### config.mk
export PLATFORM = sky130hd
export DESIGN_NAME = instr_fetch_ctrl
export DESIGN_NICKNAME = d
export VERILOG_FILES = /design/src/rtl/instr_fetch_ctrl.sv
export SDC_FILE = /design/constraint.sdc
export NUM_CORES = 1
export LEC_CHECK = 0
export CORE_MARGIN = 2
export CORE_UTILIZATION = 52
export CTS_CLUSTER_DIAMETER = 100
export CTS_CLUSTER_SIZE = 40
export DETAILED_ROUTE_END_ITERATION = 7
export PLACE_DENSITY = 0.76
export REMOVE_ABC_BUFFERS = 1
export SYNTH_ARGS = -nofsm -noshare
export SYNTH_HDL_FRONTEND = slang
export SYNTH_SLANG_ARGS = --single-unit
### constraint.sdc
create_clock -name clk -period 2.9 [get_ports clk]
set_clock_uncertainty 0.1 [all_clocks]
set_input_delay 0.58 -clock clk [delete_from_list [all_inputs] [get_ports clk]]
set_output_delay 0.58 -clock clk [all_outputs]
set_load 0.005 [all_outputs]
### src/rtl/instr_fetch_ctrl.sv
// Instruction-fetch controller: owns the PC, issues one read per cycle into a
// one-cycle synchronous memory, and buffers returned words for decode.
//
// Operating phases are implicit in count/inflight/run:
//   phase         | meaning
//   IDLE          | run = 0 and nothing in flight or buffered
//   FILL          | reads issued, buffer not yet presenting a word
//   STREAM        | one word per cycle with out_ready = 1
//   BACKPRESSURED | buffer full (count = 2), no new issue
module instr_fetch_ctrl #(
  parameter int                 ADDR_W   = 15,
  parameter int                 DATA_W   = 32,
  parameter logic [ADDR_W-1:0]  RESET_PC = '0
) (
  input  logic              clk,
  input  logic              rst_n,
  input  logic              run,
  output logic [ADDR_W-1:0] imem_addr,
  input  logic [DATA_W-1:0] imem_rdata,
  input  logic              redirect_valid,
  input  logic [ADDR_W-1:0] redirect_pc,
  output logic              out_valid,
  input  logic              out_ready,
  output logic [DATA_W-1:0] out_instr,
  output logic [ADDR_W-1:0] out_pc
);

  logic [ADDR_W-1:0] fetch_pc;
  logic [ADDR_W-1:0] inflight_pc;
  logic              inflight;
  logic [ADDR_W-1:0] buf_pc    [2];
  logic [DATA_W-1:0] buf_instr [2];
  logic              rd_ptr;
  logic              wr_ptr;
  logic [1:0]        count;

  logic              pop;
  logic              push;
  logic              issue;
  logic [2:0]        occ_after_pop;

  assign imem_addr = redirect_valid ? redirect_pc : fetch_pc;
  assign out_valid = (count != 2'd0);
  assign out_pc    = buf_pc[rd_ptr];
  assign out_instr = buf_instr[rd_ptr];

  assign pop  = out_valid && out_ready;
  assign push = inflight && !redirect_valid;

  // Reserve a slot for every outstanding read so the buffer cannot overflow.
  assign occ_after_pop = {1'b0, count} + {2'b00, inflight} - {2'b00, pop};
  assign issue         = run && (redirect_valid || (occ_after_pop < 3'd2));

  always_ff @(posedge clk or negedge rst_n) begin
    if (!rst_n) begin
      fetch_pc    <= RESET_PC;
      inflight    <= 1'b0;
      inflight_pc <= '0;
      rd_ptr      <= 1'b0;
      wr_ptr      <= 1'b0;
      count       <= 2'd0;
      for (int i = 0; i < 2; i++) begin
        buf_pc[i]    <= '0;
        buf_instr[i] <= '0;
      end
    end else begin
      if (issue) begin
        inflight    <= 1'b1;
        inflight_pc <= imem_addr;
        fetch_pc    <= imem_addr + 1'b1;
      end else begin
        inflight <= 1'b0;
        if (redirect_valid) begin
          fetch_pc <= redirect_pc;
        end
      end

      // A redirect drops the returning word and all buffered entries; a
      // coincident pop has already been taken by decode.
      if (redirect_valid) begin
        rd_ptr <= 1'b0;
        wr_ptr <= 1'b0;
        count  <= 2'd0;
      end else begin
        if (push) begin
          buf_pc[wr_ptr]    <= inflight_pc;
          buf_instr[wr_ptr] <= imem_rdata;
          wr_ptr            <= ~wr_ptr;
        end
        if (pop) begin
          rd_ptr <= ~rd_ptr;
        end
        count <= count + {1'b0, push} - {1'b0, pop};
      end
    end
  end

endmodule

==> flow_metrics.py <==
metrics = {
    "placement": {
        "portBuffers": 114,
        "place_hpwl_um": 8436,
        "gp_congestion": 0.8043,
        "placed_cell_area_um2": 7398,
        "place_inst": 671,
    },
    "sta": {
        "rsz0062_at_grt": "no",
        "fmax_mhz": 352.4,
        "min_period_ns": 2.838,
        "timing.hold.ws_ns": 0.05426,
        "tns_ns": 0,
        "setup_viol": 0,
        "timing.final.crit_share": 0.9786,
        "maxSlewHeadroom": 0.6462,
        "hold_violations": 0,
        "slew_violations": 0,
        "tightest_slew_ns": 0.5307,
    },
    "detailed_routing": {
        "drcViolationCount": 0,
        "vias": 3807,
        "firstDrtPassIters": 4,
        "wirelength_um": 12430,
        "drtAntennaViolNets": 0,
        "wl_per_cell_um": 17.68,
        "drt_iter0_markers": 146,
        "viasPerCell": 5.415,
    },
    "clock_tree": {
        "htreeDepth": 4,
        "cts_setup_buffers": 0,
        "cts_buffers": 17,
        "cts-root-buf": "clkbuf_16",
        "cts.sinks": 129,
        "path_clk_slew_ns": 0.05,
        "insertion_delay_ns": 0.41,
        "cts_tree": "yes",
        "cts.repair.resized": 0,
        "hold_buffers": 0,
        "clockBufferDepth": 2,
    },
    "power": {
        "powerDensity_nw_per_um2": 1140,
        "ir_drop_v": 0.0005405,
        "cellLeakagePower_nw": 3.458,
    },
    "floorplan": {
        "die_width_um": 111.4,
        "rows": 39,
        "die-area_um2": 12410,
        "start_util": 0.5298,
        "pin_count": 115,
        "die_h_um": 111.4,
        "core-area_um2": 11320,
    },
    "worst_setup_path": {
        "crit_family": "buffers and inverters",
        "cp-end-kind": "primary output",
        "critPathLaunchType": "input port",
        "path_cells": "clkdlybuf4s50_1, buf_12, mux2_2, clkdlybuf4s50_1",
        "cp_slowest_stage_delay_ns": 0.50,
        "cp_data_required_time_ns": 2.22,
        "crit_arrival_ns": 2.16,
        "cp_slowest_cell": "clkdlybuf4s50_1",
        "crit_buf_inv": 3,
        "crit_fanout": 36,
        "worstSetupPathType": "in -> out",
        "cpMostUsedCell": "clkdlybuf4s50_1",
    },
    "global_route": {
        "grt_pass1_vias": 4050,
        "antenna_found_initial": 0,
        "grt.total_usage": 0.2131,
        "grt_pass1_wl_um": 20810,
        "overflow": 0,
        "grt_max_degree": 47,
    },
    "final_layout": {
        "fin_area_um2": 8152,
        "drive_above_1_share": 0.2982,
        "layoutNonFillerInstCount": 703,
        "fin_util": 0.7200,
        "n_antenna_cell": 0,
        "nets": 602,
        "areaGrowthSynthToFinish_pct": 35.90,
    },
    "synth": {
        "ys_types": 38,
        "yosysTopAreaCell": "dfrtp_1",
        "synth_ff_type": "dfrtp_1",
        "ys_top_cells_by_count": "dfrtp_1 (129), mux2_2 (97), mux2_1 (60), nand2_1 (18), xnor2_1 (16)",
        "syn_area_per_cell_um2": 14.42,
        "async_reset_ff_frac": 1.000,
        "synth_most_common_cell": "dfrtp_1",
        "synth_edf_count": 0,
        "syn_inst": 416,
        "synth_warnings": 0,
        "synth_area_um2": 5998,
        "yosysSeqAreaShare": 0.5382,
        "synth_area_leaders": "dfrtp_1 (54%), mux2_2 (18%), mux2_1 (11%), xnor2_1 (2.3%), buf_6 (2.3%)",
        "synth_top_area_frac": 0.5382,
        "ys_seq_elements": 129,
    },
    "run": {
        "max_cap_viol_count": 0,
    },
    "worst_hold_path": {
        "min_path_type": "in -> async",
    },
    "run_status": {
        "status": "complete, no violations",
    },
}
[layer usage]
layer  vias to the layer above  track usage  part of all wire
met5                         -            0                 0
met4                         0      0.05926            0.0098
met3                        14      0.05444             0.050
met2                       114       0.3382              0.49
met1                      1928       0.2954              0.45
li1                       1751            -                 -
[cells by family (layout without fill, tap and decap cells)]
kind of cell | after synthesis | after routing | share of synthesized area
and+or+nand+nor | 58 | 58 | 0.05715
DFF | 129 | 129 | 0.5382
xor gates and xnor gates | 19 | 19 | 0.02774
buffers and inverters | 26 | 170 | 0.03337
adders and majority gates | 3 | 3 | 0.007509
AOI/OAI and AO/OA | 15 | 15 | 0.02211
muxes | 166 | 166 | 0.3139
[cell usage in the layout (no fill, tap or decap), drive strengths merged, types with 5 or more instances in the layout]
master,instances
nand4,8
nand3,8
clkbuf,23
nand3b,6
dfrtp,129
nor2,9
bufinv,8
xnor2,16
a21oi,5
nand2,18
buf,21
mux2,162
clkdlybuf4s50,113
[sequential cells by signal, indices dropped and copies added, names as in the netlist]
signal,flops
inflight,1
buf_pc,30
rd_ptr,1
buf_instr,64
wr_ptr,1
fetch_pc,15
count,2
inflight_pc,15
[layout make-up]
cell class	count	area (µm²)
clock buffer	23	508.0
clock inverter	9	245.2
fill	790	3169
inverter	4	15.01
multi-input combinational	261	2574
sequential	129	3229
tap	143	178.9
timing repair buffer	134	1401
[worst register-to-register path, delay by kind of cell, from the launching register on]
kind                       cells  cell delay (ns)
adders and majority gates      1             0.40
xor gates and xnor gates       1             0.18
DFF                            1             0.47
and+or+nand+nor                2             0.21
muxes                          1             0.36
AOI/OAI and AO/OA              2             0.32
buffers and inverters          1             0.22
[power breakdown]
part | switching [mW] | internal [mW]
Sequential | 0.501 | 2.67
Clock | 0.751 | 1.92
Combinational | 1.20 | 2.24
[path summary, 6_finish.rpt]
check / start / to / depth (start not counted) / slack (ns)
max in group asynchronous: rst_n / buf_instr[38]$_DFFE_PN0P_ / 2 / 1.94
setup / recovery: redirect_valid / imem_addr[3] / 4 / 0.06
hold reg to reg: buf_instr[48]$_DFFE_PN0P_ / buf_instr[48]$_DFFE_PN0P_ / 1 / 0.38
hold / removal: rst_n / buf_instr[53]$_DFFE_PN0P_ / 1 / 0.05
setup reg to reg: count[1]$_DFF_PN0_ / inflight_pc[1]$_DFFE_PN0P_ / 8 / 0.53
min in group clk: buf_instr[48]$_DFFE_PN0P_ / buf_instr[48]$_DFFE_PN0P_ / 1 / 0.38
[through the flow]
stage          total power [mW]  worst slack [ns]
6_report                  9.289           0.06208
4_1_cts                   9.390           0.05231
2_1_floorplan             4.897            0.2042
5_1_grt                   9.826         0.0002114
3_3_place_gp              6.506           0.03349
3_5_place_dp              6.662          -0.06889
No activity file was read; power rests on OpenSTA's default activity.
